==> src/rtl/spi_byte_master_pkg.sv <==
// Shared types and constants for spi_byte_master.
// SPI_MISO_SYNC_EN selects the synchronized, late-sampled MISO path.
package spi_byte_master_pkg;

  localparam int SPI_BITS  = 8;
  localparam int BIT_CNT_W = 4;

  typedef enum logic [1:0] {
    IDLE = 2'd0,
    LEAD = 2'd1,
    HIGH = 2'd2,
    LOW  = 2'd3
  } spi_state_t;

`ifdef SPI_MISO_SYNC_EN
  localparam bit MISO_SYNC_EN = 1'b1;
`else
  localparam bit MISO_SYNC_EN = 1'b0;
`endif

endpackage

==> src/rtl/spi_byte_master_if.sv <==
// Byte handshake between the command processor (master) and spi_byte_master (slave).
interface spi_byte_master_if;
  import spi_byte_master_pkg::*;

  logic [SPI_BITS-1:0] spitx;
  logic                spitxdv;
  logic                spitxready;
  logic [SPI_BITS-1:0] spirx;
  logic                spirxdv;

  modport master (output spitx, spitxdv, input spitxready, spirx, spirxdv);
  modport slave  (input spitx, spitxdv, output spitxready, spirx, spirxdv);

endinterface

==> src/rtl/spi_byte_master_miso_sync.sv <==
// Two-flop MISO synchronizer, built only when SPI_MISO_SYNC_EN is defined.
`ifdef SPI_MISO_SYNC_EN
module miso_sync (
  input  logic clk,
  input  logic rst,
  input  logic din,
  output logic dout
);

  logic meta;

  always_ff @(posedge clk) begin
    if (rst) begin
      meta <= 1'b0;
      dout <= 1'b0;
    end else begin
      meta <= din;
      dout <= meta;
    end
  end

endmodule
`endif

==> src/rtl/spi_byte_master.sv <==
// Byte-wide SPI mode-0 master, MSB first, one byte per spitxdv with a spirxdv pulse back.
// Define SPI_MISO_SYNC_EN for a synchronized MISO path (requires CLKS_PER_HALF_BIT >= 3).
module spi_byte_master
  import spi_byte_master_pkg::*;
#(
  parameter int CLKS_PER_HALF_BIT = 2
) (
  input  logic            clk,
  input  logic            rst,
  spi_byte_master_if.slave bus,
  output logic            spi_sclk,
  output logic            spi_mosi,
  input  logic            spi_miso
);

  localparam int CW = $clog2(CLKS_PER_HALF_BIT) + 1;
  localparam logic [CW-1:0]        HALF_LAST = CW'(CLKS_PER_HALF_BIT - 1);
  localparam logic [BIT_CNT_W-1:0] BITS_DONE = BIT_CNT_W'(SPI_BITS);
  localparam logic [BIT_CNT_W-1:0] LAST_BIT  = BIT_CNT_W'(SPI_BITS - 1);

  spi_state_t           state, state_nxt;
  logic [CW-1:0]        half_cnt, half_nxt;
  logic [BIT_CNT_W-1:0] bit_cnt, bit_nxt;
  logic [SPI_BITS-1:0]  tx_shift, tx_nxt, rx_shift, rx_nxt, rx_byte, rx_byte_nxt;
  logic                 sclk_q, sclk_nxt, mosi_q, mosi_nxt;
  logic                 ready_q, ready_nxt, rxdv_q, rxdv_nxt;
  logic                 miso_s, half_last, sample_rise, sample_late, sample;

`ifdef SPI_MISO_SYNC_EN
  if (CLKS_PER_HALF_BIT < 3) begin : g_bad_half_bit
    $error("CLKS_PER_HALF_BIT must be >= 3 when SPI_MISO_SYNC_EN is defined");
  end
  miso_sync u_miso_sync (.clk(clk), .rst(rst), .din(spi_miso), .dout(miso_s));
`else
  assign miso_s = spi_miso;
`endif

  assign half_last   = (half_cnt == HALF_LAST);
  assign sample_rise = half_last && ((state == LEAD) || (state == LOW && bit_cnt != BITS_DONE));
  // The synchronizer delays MISO by two clocks, so sampling at the end of HIGH
  // sees the same bit the direct path captures on the SCLK rise.
  assign sample_late = half_last && (state == HIGH);
  assign sample      = MISO_SYNC_EN ? sample_late : sample_rise;

  always_ff @(posedge clk) begin
    if (rst) begin
      state    <= IDLE;
      half_cnt <= '0;
      bit_cnt  <= '0;
      tx_shift <= '0;
      rx_shift <= '0;
      rx_byte  <= '0;
      sclk_q   <= 1'b0;
      mosi_q   <= 1'b0;
      ready_q  <= 1'b1;
      rxdv_q   <= 1'b0;
    end else begin
      state    <= state_nxt;
      half_cnt <= half_nxt;
      bit_cnt  <= bit_nxt;
      tx_shift <= tx_nxt;
      rx_shift <= rx_nxt;
      rx_byte  <= rx_byte_nxt;
      sclk_q   <= sclk_nxt;
      mosi_q   <= mosi_nxt;
      ready_q  <= ready_nxt;
      rxdv_q   <= rxdv_nxt;
    end
  end

  always_comb begin
    state_nxt   = state;
    half_nxt    = (state == IDLE || half_last) ? '0 : half_cnt + CW'(1);
    bit_nxt     = bit_cnt;
    tx_nxt      = tx_shift;
    rx_nxt      = sample ? {rx_shift[SPI_BITS-2:0], miso_s} : rx_shift;
    rx_byte_nxt = rx_byte;
    sclk_nxt    = sclk_q;
    mosi_nxt    = mosi_q;
    ready_nxt   = ready_q;
    rxdv_nxt    = 1'b0;
    unique case (state)
      IDLE: begin
        if (bus.spitxdv) begin
          state_nxt = LEAD;
          tx_nxt    = bus.spitx;
          mosi_nxt  = bus.spitx[SPI_BITS-1];
          ready_nxt = 1'b0;
          bit_nxt   = '0;
        end
      end
      LEAD: begin
        if (half_last) begin
          state_nxt = HIGH;
          sclk_nxt  = 1'b1;
        end
      end
      HIGH: begin
        if (half_last) begin
          state_nxt = LOW;
          sclk_nxt  = 1'b0;
          bit_nxt   = bit_cnt + BIT_CNT_W'(1);
          if (bit_cnt != LAST_BIT) begin
            tx_nxt   = tx_shift << 1;
            mosi_nxt = tx_shift[SPI_BITS-2];
          end
        end
      end
      LOW: begin
        // After the last fall a full low half-period is held before completing.
        if (half_last) begin
          if (bit_cnt == BITS_DONE) begin
            state_nxt   = IDLE;
            rx_byte_nxt = rx_shift;
            rxdv_nxt    = 1'b1;
            ready_nxt   = 1'b1;
            mosi_nxt    = 1'b0;
          end else begin
            state_nxt = HIGH;
            sclk_nxt  = 1'b1;
          end
        end
      end
      default: state_nxt = IDLE;
    endcase
  end

  assign spi_sclk       = sclk_q;
  assign spi_mosi       = mosi_q;
  assign bus.spitxready = ready_q;
  assign bus.spirx      = rx_byte;
  assign bus.spirxdv    = rxdv_q;

endmodule
==> src/flat_wrapper.sv <==
// flat-port wrapper written by rule: the top's interface ports become plain ports
module spi_byte_master_flat import spi_byte_master_pkg::*;
#(
  parameter int CLKS_PER_HALF_BIT = 2
)
  (clk, rst, spi_sclk, spi_mosi, spi_miso, bus_spitx, bus_spitxdv, bus_spitxready, bus_spirx, bus_spirxdv);
  spi_byte_master_if bus_i ();
  input  logic clk;
  input  logic rst;
  output logic spi_sclk;
  output logic spi_mosi;
  input  logic spi_miso;
  input wire logic [$bits(bus_i.spitx)-1:0] bus_spitx;
  input wire logic [$bits(bus_i.spitxdv)-1:0] bus_spitxdv;
  output wire logic [$bits(bus_i.spitxready)-1:0] bus_spitxready;
  output wire logic [$bits(bus_i.spirx)-1:0] bus_spirx;
  output wire logic [$bits(bus_i.spirxdv)-1:0] bus_spirxdv;
  assign bus_i.spitx = bus_spitx;
  assign bus_i.spitxdv = bus_spitxdv;
  assign bus_spitxready = bus_i.spitxready;
  assign bus_spirx = bus_i.spirx;
  assign bus_spirxdv = bus_i.spirxdv;
  spi_byte_master #(.CLKS_PER_HALF_BIT(CLKS_PER_HALF_BIT)) u_core (.clk(clk), .rst(rst), .bus(bus_i), .spi_sclk(spi_sclk), .spi_mosi(spi_mosi), .spi_miso(spi_miso));
endmodule
==> config.mk <==
export PLATFORM = sky130hd
export DESIGN_NAME = spi_byte_master_flat
export DESIGN_NICKNAME = d
export VERILOG_FILES = /design/src/rtl/spi_byte_master_pkg.sv /design/src/rtl/spi_byte_master_if.sv /design/src/rtl/spi_byte_master_miso_sync.sv /design/src/rtl/spi_byte_master.sv /design/src/flat_wrapper.sv
export SDC_FILE = /design/constraint.sdc
export NUM_CORES = 1
export LEC_CHECK = 0
export ABC_AREA = 1
export ABC_CLOCK_PERIOD_IN_PS = 1200
export CORE_ASPECT_RATIO = 1.25
export CORE_UTILIZATION = 40
export CTS_CLUSTER_DIAMETER = 40
export DETAILED_ROUTE_END_ITERATION = 8
export PLACE_DENSITY = 0.68
export REMOVE_ABC_BUFFERS = 1
export SETUP_SLACK_MARGIN = 0.2
export SYNTH_ARGS = -nofsm -noshare
export SYNTH_HDL_FRONTEND = slang
export SYNTH_HIERARCHICAL = 1
export SYNTH_SLANG_ARGS = --single-unit
==> constraint.sdc <==
create_clock -name clk -period 1.2 [get_ports clk]
set_clock_uncertainty 0.05 [all_clocks]
set_input_delay 0.12 -clock clk [delete_from_list [all_inputs] [get_ports clk]]
set_output_delay 0.12 -clock clk [all_outputs]
set_load 0.02 [all_outputs]
# After elaboration in Yosys (flattened, before gate mapping)
# Index checks and enable logic that the tools add are counted.
# Widths: inputs -> output; s select.
[totals]
ff_bits = 35
wordCells = 75
[op_classes]
addsub = 2
n_eq_ne = 14
muxes = 29
bitwise_logic = 2
reduce_logical = 18
[op_table]
columns = ["operator", "n"]
rows = [
  ["$mux 7", 3],
  ["$pmux 7 s2", 1],
  ["$mux 1", 13],
  ["$reduce_and 4->1", 3],
  ["$mux 2", 5],
  ["$mux 4", 2],
  ["$ne 2x2->1 const B", 4],
  ["$pmux 2 s4", 1],
  ["$pmux 4 s2", 1],
  ["$ne 2x1->1 const B", 3],
  ["$pmux 1 s3", 2],
  ["$reduce_and 3->1", 2],
  ["$reduce_and 6->1", 1],
  ["$reduce_bool 3->1", 2],
  ["$reduce_and 5->1", 1],
  ["$add 4x1->4 const B", 1],
  ["$eq 2x1->1 const B", 2],
  ["$eq 2x2->1 const B", 2],
  ["$eq 4x4->1 const B", 1],
  ["$ne 4x3->1 const B", 1],
  ["$ne 4x4->1 const B", 1],
  ["$reduce_bool 2->1", 2],
  ["$reduce_or 3->1", 1],
  ["$add 2x1->2 const B", 1],
  ["other kinds (6)", 9],
]

# Depth between registers and ports, before layout
[logic_depth]
ltp_word = 4
ltp_mapped = 9

# Least setup slack after synthesis
# No wires, ideal clock.
[synth_path]
kind = "register to register"
from = "reg u_core.half_cnt[0]"
to = "reg u_core.rx_byte[7], in the netlist u_core/bus.spirx[7]"
t_arrival_ns = 1.187
setup_slack_ns = -0.102
stages_incl_launch_ff = 7
path_buffers = 1
synth_period_minus_slack_ns = 1.302
cell_sequence = "dfxtp_1 ha_1 nand2_2 nor3_2 buf_4 o21ai_0 nor2_1"
[synth_between]
elab_chain_cells = 2
[synth_rtl]
columns = ["item", "line_no", "text"]
rows = [
  ["start: declaration", "spi_byte_master.sv:22", "logic [CW-1:0] half_cnt, half_nxt;"],
  ["start signal: assignment", "spi_byte_master.sv:59", "half_cnt <= half_nxt;"],
  ["$eq 2x1->1", "spi_byte_master.sv:38", "assign half_last = (half_cnt == HALF_LAST);"],
  ["$reduce_and 3->1 (no line)", "--", ""],
  ["end signal: assignment", "spi_byte_master.sv:63", "rx_byte <= rx_byte_nxt;"],
  ["end: declaration", "spi_byte_master.sv:24", "logic [SPI_BITS-1:0] tx_shift, tx_nxt, rx_shift, rx_nxt, rx_byte, rx_byte_nxt;"],
]
# No other way between the ends.
# A chain may end at the register's enable or synchronous reset.

# Worst setup path in the final report
[layout_path]
from = "reg u_core.state[1]"
to = "reg u_core.tx_shift[4]"
[layout_between]
elab_chain_cells = 3
word_cells_on_any_way = 8
cone_classes = "eq/ne (4); mux (1); reduce/logical (3)"
[layout_rtl]
columns = ["item", "line_no", "text"]
rows = [
  ["start: declaration", "spi_byte_master.sv:21", "spi_state_t state, state_nxt;"],
  ["start signal: assignment", "spi_byte_master.sv:58", "state <= state_nxt;"],
  ["$eq 2x2->1 or $logic_not 2->1 (tied branches)", "--", ""],
  ["$ne 2x1->1 (no line) (tied with other cells)", "--", ""],
  ["$reduce_and 4->1 (no line)", "--", ""],
  ["end signal: assignment", "spi_byte_master.sv:61", "tx_shift <= tx_nxt;"],
  ["end: declaration", "spi_byte_master.sv:24", ""],
]
# Parallel ways exist; a longest one is shown, timed or not.

==> results.sh <==
export IMPL_fin_util_pct=64.9
export IMPL_fin_area_mm2=0.00224
export IMPL_initial_core_util_pct=41.8
export IMPL_fill_cells=276
export IMPL_ir_drop_mv=0.754
export IMPL_ys_types=21
export IMPL_die_w_um=55.7
export IMPL_finalNetCount=271
export IMPL_setup_ws_ns=-0.148
export IMPL_synthCells=196
export IMPL_dieArea_mm2=0.00385
export IMPL_routedWlPerCell_um=12.5
export IMPL_yosysWarnings=6
export IMPL_required_ns=1.33
export IMPL_synth_adder_area_share_pct=2.60
export IMPL_clkTransAtPathRegs_ns=0.07
export IMPL_critPathArrivalTime_ns=1.48
export IMPL_ys_async_sr_fraction_pct=0
export IMPL_finalHoldViolations=0
export IMPL_cpPeakStageDelay_ns=0.39
export IMPL_drtPass1Iterations=4
export IMPL_p_sw_share_pct=27.1
export IMPL_insertedDiodeCount=0
export IMPL_hpwl_mm=2.23
export IMPL_drc=0
export IMPL_violations="negative setup slack"
export IMPL_r2r_cells=8
export IMPL_finalSetupTns_ns=-2.37
export IMPL_drt_iter0_markers=22
export IMPL_critical_path_class="reg -> reg"
export IMPL_status="finished with violations"
export IMPL_holdWs_ns=0.387
export IMPL_synth_compound_area_share_pct=15.6
export IMPL_crit_cells=8
export IMPL_cts_root_buf="clkbuf_8"
export IMPL_coreArea_mm2=0.00345
export IMPL_num_vias=1432
export IMPL_r2r_slack_ns=-0.15
export IMPL_yosys_top_cells_area="dfxtp_1 49%, nor2_1 13%, o21ai_0 8.7%, nand2_1 7.8%, inv_1 4.2%"
export IMPL_p_int_mw=1.83
export IMPL_finalSetupViolCount=29
export IMPL_synth_mux_area_share_pct=0
export IMPL_yosys_area_top_type="dfxtp_1"
export IMPL_end_kind="flip-flop"
export IMPL_startpoint_type="flip-flop"
export IMPL_grt_pass1_vias=1328
export IMPL_ys_seq_elements=35
export IMPL_tightest_slew_ns=0.211
export IMPL_cts_path_max_buffers=2
export IMPL_p_comb_share_pct=18.1
export IMPL_yosys_area_share_simple_pct=26.5
export IMPL_synth_top_family_by_area="simple AND/OR/NAND/NOR gates"
export IMPL_drive_gt1_share_pct=45.1
export IMPL_wl_mm=3.67
export IMPL_antenna_found_initial=0
export IMPL_path_delay_family="simple AND/OR/NAND/NOR gates"
export IMPL_netlist_area_mm2=0.00144
export IMPL_viasPerCell=4.87
export IMPL_die_y_um=69.1
export IMPL_relSlewSlack_pct=85.8
export IMPL_ant_nets=0
export IMPL_whs_path_depth=3
export IMPL_cts_buffers=5
export IMPL_synth_top_area_share_pct=48.6
export IMPL_area_delta_synth_final_pct=55.2
export IMPL_multi_input_area_um2=841
export IMPL_final_max_slew_viol_count=0
export IMPL_place_congestion=0.822
export IMPL_synth_xor_area_share_pct=0
export IMPL_clk_latency_ns=0.28
export IMPL_grt_pass1_wl_mm=6.00
export IMPL_portBuffers=23
export IMPL_min_path_type="in -> reg"
export IMPL_max_freq_mhz=742
export IMPL_p_leak_nw=1.03
export IMPL_seq_area_frac_synth_pct=48.6
export IMPL_dpl_cell_area_mm2=0.00186
export IMPL_fin_crit_sh_pct=112
export IMPL_cp_num_buf_inv=2
export IMPL_synth_most_common_cell="nor2_1"
export IMPL_seqCellArea_um2=714
export IMPL_postCtsHoldBufs=0
export IMPL_power_density_mw_per_mm2=1120
export IMPL_pwr_share_clk_pct=31.4
export IMPL_period_needed_ns=1.35
export IMPL_synth_edf_count=0
export IMPL_h_tree_depth=2
export IMPL_critPathMaxFanout=7
export IMPL_switchingPower_mw=0.678
export IMPL_pin_count=24
export IMPL_synthFlopType="dfxtp_1"
export IMPL_slowest_stage="dfxtp_4"
export IMPL_cap_viol_max_count=0
export IMPL_num_rows=24
export IMPL_crit_top_cell="nand2_4"
export IMPL_avgSynthCellArea_um2=7.36
export IMPL_grt_max_degree=13
export IMPL_seqPwrFrac_pct=50.5
export IMPL_cts_sinks=35
export IMPL_rsz0062_at_grt="yes"
export IMPL_synth_top_cells_by_count="51 x nor2_1, 35 x dfxtp_1, 30 x nand2_1"
export IMPL_path_cells="inv_4 > nor2_4 > nand2_4 > nand2_4 > nand2_4 > buf_6 > o21ai_2 > nor2_1"
export IMPL_cts_tree="built"
export IMPL_grt_ovfl_total=0
export IMPL_grt_util_all_layers_pct=19.9
worst reg2reg max path, delay by kind of cell (launching register included):
| kind | cells | cell delay, ns |
|---|---|---|
| flops | 1 | 0.39 |
| compound gates | 1 | 0.11 |
| simple gates | 5 | 0.51 |
| buf+inv | 2 | 0.18 |
layout make-up:
type / instances / share of cell area [%]
tap: 39 / 2.18
clock inverter: 1 / 0.335
timing repair buffer: 57 / 21.1
clock buffer: 5 / 3.07
multi-input combinational: 138 / 37.5
inverter: 19 / 3.85
sequential: 35 / 31.9
cells in the final DEF, fill, tap and decap left out, drive strengths merged, types with 2 or more instances in the layout:
master	n
clkdlybuf4s50	11
nor2	53
dfxtp	35
buf	46
nand3	3
o21ai	31
inv	19
nor3	2
ha	3
nand2	34
clkbuf	5
a21oi	11
flip-flops by register name, indices dropped and copies added, names as in the netlist:
name	cells
u_core/bus.spitxready	1
u_core/spi_sclk	1
u_core/state	2
u_core/spi_mosi	1
u_core/bit_cnt	4
u_core/tx_shift	7
u_core/rx_shift	8
u_core/bus.spirx	8
u_core/half_cnt	2
u_core/bus.spirxdv	1
kinds of logic (layout without fill, tap and decap cells):
group | after synthesis | after routing
adder cells (fa/ha/maj) | 3 | 3
flip-flops | 35 | 35
buffers and inverters | 23 | 82
AND/OR/NAND/NOR | 92 | 92
AO/OA/AOI/OAI | 43 | 43
stage by stage:
stage	setup WS (ns)	instances	power, mW
after floorplan	-0.294	192	1.45
after detailed placement	-0.225	276	1.59
after global placement	-0.204	276	1.59
after global routing	-0.205	294	2.62
final	-0.148	294	2.50
after CTS	-0.0985	288	2.45
timing repair:
item / CTS / global route
hold endpoints to repair: 0 / 0
pin swaps: 12 / 16
endpoints found under the setup margin: 47 / 36
gates cloned: 1 / 0
resized for setup: 115 / 35
setup buffers: 5 / 6
power groups by stage:
stage	sequential, mW	combinational, mW	clock, mW
6_report	1.26	0.453	0.787
5_1_grt	1.27	0.494	0.857
4_1_cts	1.26	0.382	0.811
3_5_place_dp	1.28	0.313	0
3_3_place_gp	1.28	0.310	0
2_1_floorplan	1.28	0.164	0
final timing paths:
kind                                    from                              end
max             u_core/state[1]$_SDFFE_PP0P_  u_core/tx_shift[4]$_SDFFE_PP0P_
min                             bus_spitx[0]  u_core/tx_shift[0]$_SDFFE_PP0P_
max reg2reg     u_core/state[1]$_SDFFE_PP0P_  u_core/tx_shift[4]$_SDFFE_PP0P_
min reg2reg  u_core/tx_shift[2]$_SDFFE_PP0P_  u_core/tx_shift[2]$_SDFFE_PP0P_
routing by layer:
metal	routed length (um)	share of wire (%)	vias to the layer above	track usage [%]
li1	-	-	737	-
met1	1650	45	648	24.3
met2	1770	48	37	32.8
met3	145	4.0	10	5.63
met4	97	2.6	0	7.50
met5	0	0	-	0
Power figures use the tool's default switching activity.
